### src/rtl/wave_voice_alloc.sv
// wave_voice_alloc: voice allocator and DMA trigger scheduler for the wave
// sample players. Queues play requests, assigns each one to a free voice or
// drops it, and issues a one-cycle trigger with the start address. Also owns
// the ROM interleave slot counter and the global stop sequence.
// Optional feature: define WAVE_VOICE_STEAL_EN to let a request steal the
// busy voice with the lowest stored priority when no voice is free.
module wave_voice_alloc #(
    parameter int NUM_VOICES = 8,
    parameter int ADDR_W     = 16,
    parameter int FIFO_DEPTH = 4
) (
    input  logic                  I_CLK,
    input  logic                  I_RST,
    input  logic                  I_REQ_VALID,
    output logic                  O_REQ_READY,
    input  logic [ADDR_W-1:0]     I_REQ_ADDR,
    input  logic [1:0]            I_REQ_PRIO,
    input  logic                  I_STOP_ALL,
    input  logic [NUM_VOICES-1:0] I_VOICE_DONE,
    output logic [3:0]            O_H_CNT,
    output logic [NUM_VOICES-1:0] O_DMA_TRIG,
    output logic [NUM_VOICES-1:0] O_DMA_STOP,
    output logic [ADDR_W-1:0]     O_DMA_ADDR,
    output logic [NUM_VOICES-1:0] O_BUSY,
    output logic                  O_DROP
);
    localparam int VW = (NUM_VOICES > 1) ? $clog2(NUM_VOICES) : 1;
    localparam int PW = (FIFO_DEPTH > 1) ? $clog2(FIFO_DEPTH) : 1;

    typedef enum logic [1:0] {ST_IDLE, ST_ALLOC, ST_TRIG, ST_STOP} state_t;

    state_t                r_state, w_state_nxt;
    logic [ADDR_W-1:0]     r_fifo_addr [FIFO_DEPTH];
    logic [1:0]            r_fifo_prio [FIFO_DEPTH];
    logic [PW-1:0]         r_wr_ptr, r_rd_ptr;
    logic [PW:0]           r_count;
    logic [ADDR_W-1:0]     r_wk_addr;
    logic [1:0]            r_wk_prio;
    logic [VW-1:0]         r_target, w_target_nxt;
    logic [NUM_VOICES-1:0] r_busy;
    logic [1:0]            r_prio [NUM_VOICES];
    logic                  r_drop, w_drop_nxt;
    logic [3:0]            r_h_cnt;

    logic                  w_push, w_pop, w_stop_go, w_full;
    logic                  w_any_free, w_can_steal;
    logic [VW-1:0]         w_free_idx, w_min_idx;
    logic [NUM_VOICES-1:0] w_trig_vec;

    assign w_full      = (r_count == (PW+1)'(FIFO_DEPTH));
    assign w_stop_go   = I_STOP_ALL && (r_state != ST_STOP);
    // A stop in the same cycle as a handshake wins: the request is not stored.
    assign w_push      = I_REQ_VALID && O_REQ_READY && !I_STOP_ALL;
    assign w_trig_vec  = (r_state == ST_TRIG) ? (NUM_VOICES'(1) << r_target) : '0;

    assign O_REQ_READY = !w_full && (r_state != ST_STOP);
    assign O_H_CNT     = r_h_cnt;
    assign O_DMA_TRIG  = w_trig_vec;
    assign O_DMA_ADDR  = (r_state == ST_TRIG) ? r_wk_addr : '0;
    assign O_DMA_STOP  = (r_state == ST_STOP) ? r_busy : '0;
    assign O_BUSY      = r_busy;
    assign O_DROP      = r_drop;

    // Free-running ROM interleave slot counter.
    always_ff @(posedge I_CLK or posedge I_RST) begin
        // NOTE: sequential state is assigned with <= so every register samples
        // pre-edge values; = here would create order-dependent races.
        if (I_RST) r_h_cnt <= 4'd0;
        else       r_h_cnt <= r_h_cnt + 4'd1;
    end

    // Request FIFO payload storage.
    always_ff @(posedge I_CLK) begin
        // NOTE: the payload array is not reset; the pointers and count are,
        // so stale entries are never read.
        if (w_push) begin
            r_fifo_addr[r_wr_ptr] <= I_REQ_ADDR;
            r_fifo_prio[r_wr_ptr] <= I_REQ_PRIO;
        end
    end

    // Request FIFO pointers and occupancy; a stop flushes the queue.
    always_ff @(posedge I_CLK or posedge I_RST) begin
        if (I_RST) begin
            r_wr_ptr <= '0;
            r_rd_ptr <= '0;
            r_count  <= '0;
        end else if (w_stop_go) begin
            r_wr_ptr <= '0;
            r_rd_ptr <= '0;
            r_count  <= '0;
        end else begin
            if (w_push) r_wr_ptr <= (r_wr_ptr == PW'(FIFO_DEPTH-1)) ? '0 : r_wr_ptr + 1'b1;
            if (w_pop)  r_rd_ptr <= (r_rd_ptr == PW'(FIFO_DEPTH-1)) ? '0 : r_rd_ptr + 1'b1;
            case ({w_push, w_pop})
                2'b10:   r_count <= r_count + 1'b1;
                2'b01:   r_count <= r_count - 1'b1;
                default: r_count <= r_count;
            endcase
        end
    end

    // Lowest-index free voice.
    always_comb begin
        w_any_free = 1'b0;
        w_free_idx = '0;
        for (int v = NUM_VOICES-1; v >= 0; v--) begin
            if (!r_busy[v]) begin
                w_any_free = 1'b1;
                w_free_idx = VW'(v);
            end
        end
    end

`ifdef WAVE_VOICE_STEAL_EN
    logic [1:0] w_min_prio;

    // Weakest busy voice (lowest stored priority, ties to lowest index).
    always_comb begin
        w_min_idx  = '0;
        w_min_prio = r_prio[0];
        for (int v = 1; v < NUM_VOICES; v++) begin
            if (r_prio[v] < w_min_prio) begin
                w_min_idx  = VW'(v);
                w_min_prio = r_prio[v];
            end
        end
        w_can_steal = (w_min_prio <= r_wk_prio);
    end
`else
    logic w_unused_prio;

    // Without stealing, stored priorities are kept but never consulted.
    always_comb begin
        w_min_idx     = '0;
        w_can_steal   = 1'b0;
        w_unused_prio = ^r_wk_prio;
        for (int v = 0; v < NUM_VOICES; v++) w_unused_prio = w_unused_prio ^ (^r_prio[v]);
    end
`endif

    // FSM next-state, target selection, pop and drop decisions.
    always_comb begin
        // NOTE: every output of this block gets a default first, so no path
        // leaves one unassigned and no latch is inferred.
        w_state_nxt  = r_state;
        w_target_nxt = r_target;
        w_drop_nxt   = 1'b0;
        w_pop        = 1'b0;
        if (w_stop_go) begin
            w_state_nxt = ST_STOP;
        end else begin
            case (r_state)
                ST_IDLE: begin
                    if (r_count != '0) begin
                        w_pop       = 1'b1;
                        w_state_nxt = ST_ALLOC;
                    end
                end
                ST_ALLOC: begin
                    if (w_any_free) begin
                        w_target_nxt = w_free_idx;
                        w_state_nxt  = ST_TRIG;
                    end else if (w_can_steal) begin
                        w_target_nxt = w_min_idx;
                        w_state_nxt  = ST_TRIG;
                    end else begin
                        w_drop_nxt  = 1'b1;
                        w_state_nxt = ST_IDLE;
                    end
                end
                ST_TRIG: w_state_nxt = ST_IDLE;
                ST_STOP: if (r_busy == '0) w_state_nxt = ST_IDLE;
                default: w_state_nxt = ST_IDLE;
            endcase
        end
    end

    // FSM state, working request registers, target and drop pulse.
    always_ff @(posedge I_CLK or posedge I_RST) begin
        if (I_RST) begin
            r_state   <= ST_IDLE;
            r_target  <= '0;
            r_drop    <= 1'b0;
            r_wk_addr <= '0;
            r_wk_prio <= 2'd0;
        end else begin
            r_state  <= w_state_nxt;
            r_target <= w_target_nxt;
            r_drop   <= w_drop_nxt;
            if (w_pop) begin
                r_wk_addr <= r_fifo_addr[r_rd_ptr];
                r_wk_prio <= r_fifo_prio[r_rd_ptr];
            end
        end
    end

    // Per-voice busy flag and stored priority; a trigger exit beats a done.
    always_ff @(posedge I_CLK or posedge I_RST) begin
        if (I_RST) begin
            r_busy <= '0;
            for (int v = 0; v < NUM_VOICES; v++) r_prio[v] <= 2'd0;
        end else begin
            for (int v = 0; v < NUM_VOICES; v++) begin
                if (w_trig_vec[v]) begin
                    r_busy[v] <= 1'b1;
                    r_prio[v] <= r_wk_prio;
                end else if (I_VOICE_DONE[v]) begin
                    r_busy[v] <= 1'b0;
                    r_prio[v] <= 2'd0;
                end
            end
        end
    end
endmodule

### config.mk
export PLATFORM = sky130hd
export DESIGN_NAME = wave_voice_alloc
export DESIGN_NICKNAME = d
export VERILOG_FILES = /design/src/rtl/wave_voice_alloc.sv
export SDC_FILE = /design/constraint.sdc
export NUM_CORES = 1
export LEC_CHECK = 0
export BUFFER_PORTS_ARGS = -buffer_cell sky130_fd_sc_hd__buf_2
export CAP_MARGIN = 10
export CORE_MARGIN = 2
export CORE_UTILIZATION = 58
export CTS_BUF_LIST = sky130_fd_sc_hd__clkbuf_8
export DETAILED_ROUTE_END_ITERATION = 12
export PLACE_DENSITY = 0.82
export RECOVER_POWER = 100
export SETUP_SLACK_MARGIN = 0.15
export SLEW_MARGIN = 10
export SYNTH_ARGS = -nofsm -noshare
export SYNTH_HDL_FRONTEND = slang
export SYNTH_SLANG_ARGS = --single-unit
### constraint.sdc
create_clock -name I_CLK -period 2.65 [get_ports I_CLK]
set_input_delay 0.53 -clock I_CLK [delete_from_list [all_inputs] [get_ports I_CLK]]
set_output_delay 0.53 -clock I_CLK [all_outputs]
set_load 0.02 [all_outputs]
Word-level counts from Yosys, hierarchy flattened
Memory sizes are Yosys's and may differ from the RTL's. A register that Yosys moved wholly into a read port is not among the register bits.
Cells that the tools add are included.

operators by class
  bitwise gates (word level) = 1
  multiplexer cells = 56
  add/subtract/negate cells = 5
  reductions and logical operators = 22
  equality and inequality tests = 11
  shift operators = 1

operators with widths
  cell                                                                      number
  1-bit two-way mux                                                         32
  3-bit two-way mux                                                         9
  2-bit two-way mux                                                         10
  2-bit nonzero test                                                        10
  16-bit two-way mux                                                        1
  8-bit two-way mux                                                         2
  2-bit equality test (second input constant)                               5
  8-bit logical NOT                                                         1
  2-bit case mux with 4 select lines                                        1
  1-bit by 3-bit << shifter with 8-bit output (first input constant)        1
  3-bit case mux with 2 select lines                                        1
  3-bit nonzero test                                                        2
  2-bit by 1-bit adder with 2-bit output (second input constant)            2
  4-bit by 1-bit adder with 4-bit output (second input constant)            1
  2-bit by 1-bit equality test with 1-bit output (second input constant)    2
  1-bit logical AND                                                         4
  3-bit by 1-bit adder with 3-bit output (second input constant)            1
  3-bit equality test (second input constant)                               1
  3-bit by 2-bit inequality test with 1-bit output (second input constant)  1
  3-bit inequality test (second input constant)                             1
  3-bit AND reduction                                                       1
  3-bit by 1-bit subtractor with 3-bit output (second input constant)       1
  1-bit logical NOT                                                         2
  2-bit logical NOT                                                         1
  other kinds (3)                                                           3

storage, ports and cells
  bits of input ports = 30
  flip-flop bits (word level) = 25
  memories = 1
  output and inout bits = 46
  memory bits (writable) = 64
  word-level logic and storage cells = 112

memory list
  name         words  width  read ports  clocked after memory_dff  write ports  RTL line  source
  r_fifo_addr  4      16     1           1                         1            33        logic [ADDR_W-1:0] r_fifo_addr [FIFO_DEPTH];

Logic depth before layout (Yosys ltp)
Gate-level depths: netlist of run 1.

  word-level depth = 11
  gate-level depth with buffers = 10
  mapped depth without buffers = 7

Worst setup path before layout of run 1
Ideal clock, no wire load.

  kind = input port to flip-flop
  start = input port I_STOP_ALL
  end = register r_count[2]
  data required time = 2.582 ns
  library setup time = 0.068 ns
  data arrival time = 2.440 ns
  path slack = 0.141 ns
  buffers on the path = 3
  cell stages on the path = 10
  cell sequence = buf_2 > nor3_1 > nor2b_1 > buf_2 > buf_4 > and2_1 > fa_1 > or4b_1 > o311a_1 > nand3_1

between the ends
  longest elaborated chain between the ends = 5
  elaborated cells between the ends (all ways) = 9
  classes of those cells = eq/ne: 2; mux: 3; reduce/logical: 4

RTL lines
  what                                                                                          RTL line  source
  start: declaration                                                                            18        input logic I_STOP_ALL,
  1-bit logical AND / 1-bit logical NOT (equally long branches)                                 51, 53
  1-bit two-way mux / 1-bit logical AND (equally long branches)                                 150, 53
  2-bit by 1-bit equality test with 1-bit output / 2-bit equality test (equally long branches)  95        case ({w_push, w_pop})
  3-bit case mux with 2 select lines                                                            95
  3-bit two-way mux                                                                             88        end else if (w_stop_go) begin
  end signal: assignment                                                                        96        2'b10: r_count <= r_count + 1'b1;
  end signal: assignment                                                                        97        2'b01: r_count <= r_count - 1'b1;
  end signal: assignment                                                                        98        default: r_count <= r_count;
  end: declaration                                                                              36        logic [PW:0] r_count;

Parallel ways exist; a longest one is shown, timed or not.
A chain may end at the register's enable or synchronous reset.

Final worst setup path of run 1
  start = register r_state[1]
  end = output port O_DMA_ADDR[12]

between the ends
  longest elaborated chain between the ends = 2

RTL lines
  what                      RTL line  source
  start: declaration        32        state_t r_state, w_state_nxt;
  start signal: assignment  188       r_state <= w_state_nxt;
  2-bit equality test       59        assign O_DMA_ADDR = (r_state == ST_TRIG) ? r_wk_addr : '0;
  16-bit two-way mux        59
  end: declaration          23        output logic [ADDR_W-1:0] O_DMA_ADDR,

Every way passes these cells.

==> results, run 1 <==
- The flow ran to the end, but the final reports show violations.
- The checks that failed: max-capacitance violations, max-slew violations.
- Setup repair after global routing left no endpoint under its margin.
- The congestion estimate from routability-driven global placement came to 0.8433.
- The detailed-route wire length is 8268 µm.
- The power per cell area is 917.2 mW/mm².
- Row generation in the floorplan step produced 31 rows.
- The hold violation count in the final report was 0.
- The overall overflow remaining after global route is 0.
- The post-CTS setup-driven buffer insertion count is 0.
- The detail-routed via count per cell is 5.614.
- The flop and latch count out of synthesis is 105.
- The post-synthesis net count is 323.
- The signal on the critical path passes through buf_4 > nor2b_1 > clkbuf_2 > and2_1 > clkbuf_1.
- Before antenna repair, the detailed router went through 4 iterations.
- Yosys mapped a number of flops with a built-in enable equal to 64.
- The top flip-flop cell by instance count after synthesis is edfxtp_1.
- The total of warnings raised by yosys is 0.
- The count of filler cells inserted in the layout is 548.
- The worst setup path is launched from a register.
- At the later pin of the worst-skew pair, clock insertion delay measures 0.35 ns.
- The TritonCTS sink count is 105.
- The total die area is 0.008388 mm².
- The worst max-slew margin expressed relative to the limit is -0.08371.
- Of the cells placed in the final design, the portion with a size suffix greater than 1 is 0.2151.
- Counting along the longest clock path gives a buffer depth of 2.
- The number of violations of the max-capacitance limit is 1.
- The class of the worst hold path is in -> async.
- The initial antenna violation count is 0.
- The worst IR drop on VDD is 0.0005519 V.
- The final net count is 404.
- Relative to the synthesized area, the layout overhead comes to 12.37%.
- Entering global routing, the biggest net connects 31 pins.
- The critical path class is reg -> out.
- Gates resized during post-CTS repair numbered 0.
- The detailed router's first-iteration violation count is 162.
- The number of hold buffers added after cts is 0.
- The via count of the first global-routing pass is 2,656.
- The share of the clock period used by the worst path is 0.9100.
- The worst setup slack for register-to-register paths is 0.33 ns.
- The number of cells produced by synthesis is 286.
- The I/O pin count is 76.
- The number of max-slew violations in the final report came to 31.
- The total CTS buffers is 9.
- The repair_antennas step left the layout with diodes totalling 0.
- The fmax is 414.7 MHz.
- The endpoint kind of the worst setup timing path is an output port.
- Across the routed clock network, the largest skew measured is 0.01129 ns.
- The post-synthesis async set-or-reset flop share is 0.3905.
- From left edge to right edge, the die measures 91.59 µm.
- The data required time at the worst endpoint is 2.12 ns.
- In this run the critical register-to-register path is captured at r_count[2]$_DFFE_PP0P_.
- The starting density of the core is 0.6069.
- The largest driver fanout on the critical path is 16.
- The data arrival at the endpoint of the critical path is 1.88 ns.
- The clock transition at the registers of the reported paths is 0.10 ns.
- The first global-routing pass estimated 13,050 µm of wire.
- The average detailed-routed wire length per instance is 17.55 µm.
- The final total power is 4.586 mW.
- Port buffering added 73 buffers.
- The post-synthesis cell type count is 44.
- The detailed placer's ending HPWL is 5424 µm.
- The length in cells of the worst reg-to-reg path is 7.
- The core region is 0.007331 mm².
- The total negative setup slack is 0 ns.
- The buffer cell driving the clock tree root is clkbuf_8.
- In this run the remaining antenna-violating nets after routing total 0.
- The average footprint of a synthesized cell is 15.56 µm².
- Setup violations remaining at the end of the flow were counted as 0.
- The post-route minimum period is 2.411 ns.
- TritonCTS built the clock tree.
- The overall via count from detail_route is 2,644.
- For this run, design rule violations remaining after detail routing come to 0.
- The post-place setup slack is 0.3397 ns.
- In this run the critical register-to-register path is launched from r_state[0]$_DFFE_PP0P_.
- Measured along the y axis, the die boundary spans 91.59 µm.
- The global router's overall resource usage is 0.2034.
- Summing every instance area after synthesis gives 0.004449 mm².
- The maximum level of the CTS H-tree is 3.
- The largest stage delay on the critical path is 0.39 ns.
- After layout, the worst setup slack is 0.2386 ns.
- The static leakage power is 1.946 nW.
- At the pin with the least slew margin, the transition time is 1.626 ns.
- For this design, the slowest cell found on the critical path is dfrtp_1.
- The sequential-to-total area share from yosys stat is 0.6625.
- The utilization after layout is 0.6820.
state kept, by name, summed over array words and instances, names as in the netlist:
| name | cells |
|---|---|
| O_H_CNT | 4 |
| r_fifo_addr | 64 |
| r_wk_addr | 16 |
| O_BUSY | 8 |
| r_rd_ptr | 2 |
| r_state | 2 |
| r_count | 3 |
| O_DROP | 1 |
| r_wr_ptr | 2 |
| r_target | 3 |
critical path, delay by kind of cell (launching register included):
family,cells,cell delay (ns)
buffers and inverters,3,0.77
DFF,1,0.39
and+or+nand+nor,2,0.39
cells in the final DEF (no fill, tap or decap), types with 2 or more instances in the layout:
| master | n |
|---|---|
| mux4_2 | 16 |
| nand3_1 | 4 |
| a21o_1 | 4 |
| mux2_2 | 18 |
| xor2_1 | 2 |
| nor3_1 | 8 |
| ha_1 | 6 |
| clkbuf_1 | 50 |
| nand4_1 | 3 |
| buf_4 | 3 |
| and3_1 | 9 |
| buf_2 | 24 |
| dfrtp_1 | 41 |
| nand2b_1 | 4 |
| clkbuf_2 | 6 |
| nor2_1 | 6 |
| o22ai_1 | 4 |
| a21oi_1 | 6 |
| o21ai_0 | 3 |
| a31oi_1 | 2 |
| clkbuf_8 | 9 |
| and2_1 | 10 |
| nor4_1 | 3 |
| inv_1 | 15 |
| nand2_1 | 11 |
| a22o_1 | 2 |
| nor4b_1 | 2 |
| nor2b_1 | 4 |
| and2_0 | 12 |
| clkinv_1 | 2 |
| edfxtp_1 | 64 |
| mux2i_1 | 3 |
routing by layer:
| layer | GRT usage | vias up | wire length (µm) |
|---|---|---|---|
| li1 | - | 1228 | - |
| met1 | 0.2661 | 1311 | 3566 |
| met2 | 0.3431 | 95 | 4063 |
| met3 | 0.05145 | 10 | 548 |
| met4 | 0.05051 | 0 | 91 |
| met5 | 0 | - | 0 |
cells in the mapped netlist (3+ instances only):
cell type / count / share of area
o22ai_1: 4 / 0.0056
nand2_1: 11 / 0.0093
nor2_1: 6 / 0.0051
nor3_1: 8 / 0.0090
mux2i_1: 3 / 0.0067
and2_1: 22 / 0.031
nand3_1: 4 / 0.0045
inv_1: 13 / 0.011
nand2b_1: 4 / 0.0056
buf_4: 3 / 0.0051
o21ai_0: 3 / 0.0034
mux4_2: 16 / 0.081
clkbuf_1: 4 / 0.0034
a21o_1: 4 / 0.0067
nand4_1: 3 / 0.0042
edfxtp_1: 64 / 0.43
mux2_2: 18 / 0.046
buf_6: 3 / 0.0076
buf_2: 3 / 0.0034
dfrtp_1: 41 / 0.23
ha_1: 6 / 0.017
nor2b_1: 4 / 0.0056
nor4_1: 3 / 0.0042
and3_1: 8 / 0.011
a21oi_1: 5 / 0.0056
how the worst max path moves through the flow:
stage / start / end / slack [ns] / cells after the start
6_report: r_state[1]$_DFFE_PP0P_ / O_DMA_ADDR[12] / 0.24 / 5
5_1_grt: r_state[1]$_DFFE_PP0P_ / O_DMA_ADDR[5] / 0.13 / 5
4_1_cts: r_state[1]$_DFFE_PP0P_ / O_DMA_TRIG[4] / 0.36 / 5
3_5_place_dp: I_STOP_ALL / r_count[2]$_DFFE_PP0P_ / 0.34 / 8
3_3_place_gp: I_STOP_ALL / r_count[2]$_DFFE_PP0P_ / 0.38 / 8
2_1_floorplan: I_STOP_ALL / r_count[2]$_DFFE_PP0P_ / 0.20 / 10
through the flow:
step / instance area, µm² / cells / hold slack [ns]
finish: 5000 / 471 / 0.1169
global route: 5000 / 471 / 0.1261
CTS: 5096 / 471 / 0.1242
detailed placement: 4932 / 455 / 0.4555
global placement: 4932 / 455 / 0.4539
floorplan: 4452 / 286 / 0.4720
final cells by class:
type / instances / area (µm²) / area share
inverters: 13 / 48.80 / 0.009760
repair buffers: 83 / 360.3 / 0.07207
multi-input cells: 155 / 1355 / 0.2710
clock inverters: 7 / 40.04 / 0.008008
well taps: 99 / 123.9 / 0.02477
flip-flops and latches: 105 / 2948 / 0.5896
clock buffers: 9 / 123.9 / 0.02477
kinds of logic (layout without fill, tap and decap cells):
logic type / count (synthesis) / after routing / synth area share
AOI/OAI and AO/OA: 26 / 26 / 0.03937
xor gates and xnor gates: 3 / 3 / 0.005907
adders and majority gates: 7 / 7 / 0.02137
buffers and inverters: 26 / 112 / 0.03037
DFF: 105 / 105 / 0.6625
muxes: 37 / 37 / 0.1333
and+or+nand+nor: 82 / 82 / 0.1071
power by group:
| part | switching (mW) | internal [mW] | total [mW] |
|---|---|---|---|
| combinational | 0.831 | 0.644 | 1.47 |
| sequential | 0.234 | 2.04 | 2.27 |
| clock | 0.504 | 0.334 | 0.838 |
| total | 1.57 | 3.02 | 4.59 |
Power figures use the tool's default switching activity.
==> run 2: changes to the inputs <==
--- a/config.mk
+++ b/config.mk
@@ -8,10 +8,9 @@
 export BUFFER_PORTS_ARGS = -buffer_cell sky130_fd_sc_hd__buf_2
 export CAP_MARGIN = 10
 export CORE_MARGIN = 2
-export CORE_UTILIZATION = 58
-export CTS_BUF_LIST = sky130_fd_sc_hd__clkbuf_8
+export CORE_UTILIZATION = 56
 export DETAILED_ROUTE_END_ITERATION = 12
-export PLACE_DENSITY = 0.82
+export PLACE_DENSITY = 0.8
 export RECOVER_POWER = 100
 export SETUP_SLACK_MARGIN = 0.15
 export SLEW_MARGIN = 10
==> results, run 2 (synthesis gave the netlist of run 1 again) <==
- The routability-driven placement congestion ratio is 0.8449 (was 0.8433).
- The starting density of the core is 0.5758 (was 0.6069).
- The worst max-slew margin expressed relative to the limit came to 0.1560 (was -0.08371).
- The buffer cell driving the clock tree root is clkbuf_8 (unchanged).
- The destination of the critical timing path is O_DMA_ADDR[11] (was O_DMA_ADDR[12]).
- The worst setup slack for register-to-register paths is 0.32 ns (was 0.33 ns).
- Result of the run: finished, final reports clean (was complete, but fails checks).
- The fmax is 409.5 MHz (was 414.7 MHz).
- The x dimension of the die came to 93.14 µm (was 91.59 µm).
- The end of the worst register-to-register path is r_count[2]$_DFFE_PP0P_ (unchanged).
- The number of max-slew violations in the final report is 0 (was 31).
- The average detailed-routed wire length per instance is 17.05 µm (was 17.55 µm).
- The overall overflow remaining after global route is 0 (unchanged).
- The internal cell power came to 3.240 mW (was 3.017 mW).
- The launch point of the worst path is r_state[1]$_DFFE_PP0P_ (unchanged).
- The endpoint kind of the worst setup timing path is an output port (unchanged).
- The slew at the pin with the worst max-slew slack is 1.266 ns (was 1.626 ns).
- The total CTS buffers was 9 (unchanged).
- The number of hold buffers added after cts came to 0 (unchanged).
- The global router's overall resource usage was 0.1980 (was 0.2034).
- The TritonCTS clock tree is yes (unchanged).
- The sort of element at the start of the critical path is a register (unchanged).
- The worst IR drop on VDD came to 0.0005748 V (was 0.0005519 V).
- The final net count came to 404 (unchanged).
- The hold violation count in the final report is 0 (unchanged).
- The fraction of layout instances using a drive strength above 1 is 0.2285 (was 0.2151).
- The clock latency of the later-clocked register in the worst-skew pair is 0.35 ns (about the same).
- The buffer depth of the longest clock path is 2 (unchanged).
- The top routing layer in use was met4 (unchanged).
- The number of routed nets with antenna violations is 0 (unchanged).
- The growth of design area from synthesis to finish is 14.00% (was 12.37%).
- The count of standard-cell rows came to 32 (was 31).
- The relative contribution of sequential cells to total power is 0.470 (was 0.496).
- The maximum level of the CTS H-tree is 3 (unchanged).
- The class of the worst hold path is in -> async (unchanged).
- The instance area after placement is 0.004936 mm² (was 0.004932 mm²).
- The detailed router's first-iteration violation count was 106 (was 162).
- The startpoint of the worst-slack reg-to-reg timing path is r_state[0]$_DFFE_PP0P_ (unchanged).
- The largest net degree at the start of global routing was 24 (was 31).
- The first-pass GRT wire length came to 12,870 µm (was 13,050 µm).
- The detail-routed via count per cell is 5.637 (was 5.614).
- The total negative setup slack is 0 ns (unchanged).
- The final setup violation count is 0 (unchanged).
- Setup repair after global routing missed its margin: false (unchanged).
- The total core area came to 0.007727 mm² (was 0.007331 mm²).
- The number of standard cells in the layout, taps in and fillers out is 474 (was 471).
- The data required time at the worst endpoint was 2.12 ns (about the same).
- The switching component of the power was 1.604 mW (was 1.569 mW).
- The TritonCTS sink count was 105 (unchanged).
- The post-placement cell count was 458 (was 455).
- The static leakage power is 1.973 nW (was 1.946 nW).
- The detailed route wirelength on metal3 is 567 µm (was 548 µm).
- The fraction of power spent switching nets is 0.3311 (was 0.3422).
- The post-route minimum period was 2.442 ns (was 2.411 ns).
- The total die area is 0.008674 mm² (was 0.008388 mm²).
- The share of the clock period used by the worst path is 0.9215 (was 0.9100).
- The final worst clock skew is 0.009263 ns (was 0.01129 ns).
- The detailed-route wire length is 8083 µm (was 8268 µm).
- The hold slack is 0.2048 ns (was 0.1169 ns).
- The number of detailed-routing iterations run before antenna repair is 4 (unchanged).
- The count of buffers from port buffering came to 73 (unchanged).
- The summed area of non-filler cells in the final layout was 0.005072 mm² (was 0.005000 mm²).
- The clock transition at the registers of the reported paths was 0.10 ns (about the same).
- The largest driver fanout on the critical path is 16 (unchanged).
- The post-CTS setup-driven buffer insertion count is 0 (unchanged).
- The number of gates resized after CTS is 0 (unchanged).
- The I/O pin count is 76 (unchanged).
- The power per cell area is 955.0 mW/mm² (was 917.2 mW/mm²).
- The final total power is 4.844 mW (was 4.586 mW).
- The most common cell after layout, fill and taps aside is edfxtp_1 (unchanged).
- The sum of routed wire segments on met1 came to 3472 µm (was 3566 µm).
- The antenna diode instance count is 0 (unchanged).
- The portion of total power attributed to the clock network was 0.228 (was 0.183).
- The via count of the first global-routing pass was 2,588 (was 2,656).
- The die span in y came to 93.14 µm (was 91.59 µm).
- The critical path class is reg -> out (unchanged).
- The overall via count from detail_route was 2,672 (was 2,644).
- Most frequent cells in the layout: edfxtp_1 (64), clkbuf_1 (49), dfrtp_1 (41) (was edfxtp_1 (64), clkbuf_1 (50), dfrtp_1 (41)).
- The number of violations of the max-capacitance limit is 0 (was 1).
- The combinational cell fraction of total power is 0.302 (was 0.321).
- The length in cells of the worst reg-to-reg path is 7 (unchanged).
- The data arrival at the endpoint of the critical path is 1.91 ns (was 1.88 ns).
- The met2 wirelength from detailed routing is 3997 µm (was 4063 µm).
- The number of flip-flops in the largest register came to 64 (unchanged).
- The DRC violation count after routing came to 0 (unchanged).
- The detailed placer's ending HPWL is 5362 µm (was 5424 µm).
- The register bank with the most flops was r_fifo_addr (unchanged).
- The initial antenna violation count is 0 (unchanged).
[run 2: changes by cell type in the layout (fill, tap and decap cells not counted), sizes merged]
cell / before / now
bufinv: 0 / 2
clkinv: 3 / 1
[run 2: layer usage]
layer	up-vias	track usage
met2	119	0.3418
met5	-	0
li1	1221	-
met3	5	0.04432
met4	0	0.05025
met1	1327	0.2573
[run 2: area by class of cell]
cell class / instances / area [µm²]
inverter: 13 / 48.80
clock inverter: 7 / 107.6
timing repair buffer: 83 / 361.6
multi-input combinational: 155 / 1355
clock buffer: 9 / 123.9
sequential: 105 / 2948
fill: 587 / 2655
tap: 102 / 127.6
[run 2: power by group through the flow]
stage	Clock, mW	Combinational [mW]	Sequential [mW]
finish	1.10	1.46	2.28
global route	1.20	1.61	2.32
CTS	1.13	1.54	2.28
detailed placement	0	1.53	2.31
global placement	0	1.49	2.29
floorplan	0	1.18	2.24
[run 2: stage by stage]
| stage | util | setup slack (ns) |
|---|---|---|
| 2_1_floorplan | - | 0.1965 |
| 3_3_place_gp | 0.6388 | 0.3853 |
| 3_5_place_dp | 0.6388 | 0.3656 |
| 4_1_cts | 0.6687 | 0.2773 |
| 5_1_grt | 0.6564 | 0.08011 |
| 6_report | 0.6564 | 0.2081 |
[run 2: critical path, stage by stage (launching register included)]
cell      delay [ns]
dfrtp_1         0.42
buf_4           0.20
nor2b_1         0.20
clkbuf_2        0.34
and2_1          0.18
clkbuf_1        0.23
[run 2: worst min-delay path by stage]
stage	endpoint	from	slack, ns
2_1_floorplan	r_wk_addr[0]$_DFFE_PP0P_	r_wk_addr[0]$_DFFE_PP0P_	0.47
3_3_place_gp	O_H_CNT[3]$_DFF_PP0_	O_H_CNT[3]$_DFF_PP0_	0.45
3_5_place_dp	O_H_CNT[3]$_DFF_PP0_	O_H_CNT[3]$_DFF_PP0_	0.47
4_1_cts	O_H_CNT[0]$_DFF_PP0_	I_RST	0.22
5_1_grt	O_H_CNT[0]$_DFF_PP0_	I_RST	0.24
6_report	O_H_CNT[3]$_DFF_PP0_	I_RST	0.20
==> run 3: changes to the inputs <==
--- a/config.mk
+++ b/config.mk
@@ -8,9 +8,9 @@
 export BUFFER_PORTS_ARGS = -buffer_cell sky130_fd_sc_hd__buf_2
 export CAP_MARGIN = 10
 export CORE_MARGIN = 2
-export CORE_UTILIZATION = 56
+export CORE_UTILIZATION = 45
 export DETAILED_ROUTE_END_ITERATION = 12
-export PLACE_DENSITY = 0.8
+export PLACE_DENSITY = 0.66
 export RECOVER_POWER = 100
 export SETUP_SLACK_MARGIN = 0.15
 export SLEW_MARGIN = 10
==> results, run 3 (synthesis gave the netlist of run 1 again) <==
- The TritonCTS clock tree is yes (unchanged).
- The number of buffers and inverters on the critical path was 3 (unchanged).
- The via count of the first global-routing pass is 2,571 (was 2,588).
- The final setup violation count came to 0 (unchanged).
- The I/O pin count is 76 (unchanged).
- The total negative setup slack is 0 ns (unchanged).
- The class of the worst hold path is in -> async (unchanged).
- The initial antenna violation count is 0 (unchanged).
- The worst IR drop on VDD came to 0.0004911 V (was 0.0005748 V).
- The routability-driven placement congestion ratio is 0.8777 (was 0.8449).
- The data arrival at the endpoint of the critical path came to 1.85 ns (was 1.91 ns).
- The utilization after layout is 0.5251 (was 0.6564).
- The maximum level of the CTS H-tree is 3 (unchanged).
- The DRC violation count after routing is 0 (unchanged).
- The gate family responsible for the most delay along the worst path was buffers and inverters (unchanged).
- The most common cell after layout, fill and taps aside is edfxtp_1 (unchanged).
- The endpoint kind of the worst setup timing path is an output port (unchanged).
- The largest net degree at the start of global routing is 24 (unchanged).
- Sequence of cells on the critical path: buf_4 > nor2b_1 > buf_4 > and2_1 > clkbuf_1 (was buf_4 > nor2b_1 > clkbuf_2 > and2_1 > clkbuf_1).
- The count of buffers from port buffering is 73 (unchanged).
- Most frequent cells in the layout: edfxtp_1 (64), clkbuf_1 (63), dfrtp_1 (41) (was edfxtp_1 (64), clkbuf_1 (49), dfrtp_1 (41)).
- The first-pass GRT wire length came to 13,210 µm (was 12,870 µm).
- Result of the run: finished, final reports clean (unchanged).
- The total die area is 0.01070 mm² (was 0.008674 mm²).
- Among the stages of the critical path, the cell type that occurs most often is buf_4.
- The worst setup slack for register-to-register paths is 0.31 ns (was 0.32 ns).
- The average detailed-routed wire length per instance is 16.77 µm (was 17.05 µm).
- The critical path class was reg -> out (unchanged).
- The detailed router's first-iteration violation count is 126 (was 106).
- The number of hold buffers added after cts is 0 (unchanged).
- The hold violation count in the final report came to 0 (unchanged).
- The fraction of layout instances using a drive strength above 1 is 0.1930 (was 0.2285).
- The count of filler cells inserted in the layout is 870 (was 587).
- The detailed placer's ending HPWL is 5517 µm (was 5362 µm).
- The clock transition at the registers of the reported paths was 0.10 ns (about the same).
- The final net count came to 405 (was 404).
- The largest stage delay on the critical path is 0.41 ns (was 0.42 ns).
- The detail-routed via count per cell is 5.231 (was 5.637).
- The final worst clock skew is 0.01103 ns (was 0.009263 ns).
- The number of max-slew violations in the final report is 0 (unchanged).
- The fmax is 419.6 MHz (was 409.5 MHz).
- The total CTS buffers is 9 (unchanged).
- The slew at the pin with the worst max-slew slack came to 1.245 ns (was 1.266 ns).
- The number of violations of the max-capacitance limit is 0 (unchanged).
- The clock latency of the later-clocked register in the worst-skew pair is 0.36 ns (was 0.35 ns).
- The register bank with the most flops is r_fifo_addr (unchanged).
- The total core area is 0.009684 mm² (was 0.007727 mm²).
- Setup repair after global routing missed its margin: false (unchanged).
- The number of routed nets with antenna violations was 0 (unchanged).
- The area of the multi-input gates was 0.001355 mm² (unchanged).
- The x dimension of the die is 103.4 µm (was 93.14 µm).
- The die span in y was 103.4 µm (was 93.14 µm).
- The growth of design area from synthesis to finish came to 14.29% (was 14.00%).
- The TritonCTS sink count is 105 (unchanged).
- The overall overflow remaining after global route is 0 (unchanged).
- The number of detailed-routing iterations run before antenna repair is 4 (unchanged).
- The detailed-route wire length is 8488 µm (was 8083 µm).
- The antenna diode instance count is 0 (unchanged).
- The overall via count from detail_route is 2,647 (was 2,672).
- The data required time at the worst endpoint is 2.12 ns (about the same).
- The global router's overall resource usage is 0.1681 (was 0.1980).
- The share of the clock period used by the worst path is 0.8994 (was 0.9215).
- The starting density of the core is 0.4594 (was 0.5758).
- The count of standard-cell rows is 36 (was 32).
- The number of flip-flops in the largest register is 64 (unchanged).
- The power per cell area came to 934.4 mW/mm² (was 955.0 mW/mm²).
- The slowest cell on the critical path was dfrtp_1 (unchanged).
- The sort of element at the start of the critical path is a register (unchanged).
- The worst max-slew margin expressed relative to the limit is 0.1697 (was 0.1560).
- The buffer depth of the longest clock path is 2 (unchanged).
- The register area is 0.002948 mm² (unchanged).
- The largest driver fanout on the critical path is 16 (unchanged).
- The post-route minimum period was 2.383 ns (was 2.442 ns).
- The buffer cell driving the clock tree root is clkbuf_8 (unchanged).
- The static leakage power is 1.930 nW (was 1.973 nW).
[run 3: area by class of cell]
| type | count | area share |
|---|---|---|
| flip-flops and latches | 105 | 0.5797 |
| multi-input cells | 155 | 0.2665 |
| repair buffers | 84 | 0.06964 |
| clock buffers | 14 | 0.03839 |
| well taps | 133 | 0.03273 |
| inverters | 13 | 0.009596 |
| clock inverters | 2 | 0.003445 |
[run 3: power breakdown]
group          switching (mW)  internal [mW]  total (mW)
Combinational           0.838          0.639        1.48
Clock                   0.516          0.489        1.00
Sequential              0.231           2.04        2.27
[run 3: worst paths after layout]
kind / start / to / depth (start not counted)
worst max register to register: r_state[0]$_DFFE_PP0P_ / r_count[2]$_DFFE_PP0P_ / 7
worst max-delay path: r_state[1]$_DFFE_PP0P_ / O_DMA_ADDR[1] / 5
min in group I_CLK: I_VOICE_DONE[1] / O_BUSY[1]$_DFFE_PP0P_ / 2
worst min-delay path: I_RST / r_wk_addr[7]$_DFFE_PP0P_ / 2
worst min register to register: O_H_CNT[3]$_DFF_PP0_ / O_H_CNT[3]$_DFF_PP0_ / 1
max in group asynchronous: I_RST / r_wk_addr[10]$_DFFE_PP0P_ / 3
[run 3: layer usage]
metal	share of wire	vias up	global-route usage
li1	-	1236	-
met1	0.44	1312	0.2186
met2	0.48	88	0.2769
met3	0.068	11	0.04368
met4	0.013	0	0.05668
met5	0	-	0
[run 3: what timing repair did]
item	in CTS	in global routing
setup buffers	0	0
resized for setup	0	1
setup endpoints to repair	0	1
[run 3: metrics by stage]
| stage | setup slack, ns | cells | area (µm²) | hold WS [ns] | power (mW) |
|---|---|---|---|---|---|
| 3_5_place_dp | 0.3489 | 490 | 4995 | 0.4660 | 3.866 |
| 3_3_place_gp | 0.3771 | 490 | 4995 | 0.4595 | 3.820 |
| 5_1_grt | 0.1063 | 506 | 5085 | 0.2484 | 5.048 |
| 4_1_cts | 0.2761 | 506 | 5207 | 0.2304 | 4.874 |
| 2_1_floorplan | 0.1965 | 286 | 4452 | 0.4720 | 3.420 |
| 6_report | 0.2665 | 506 | 5085 | 0.2142 | 4.752 |
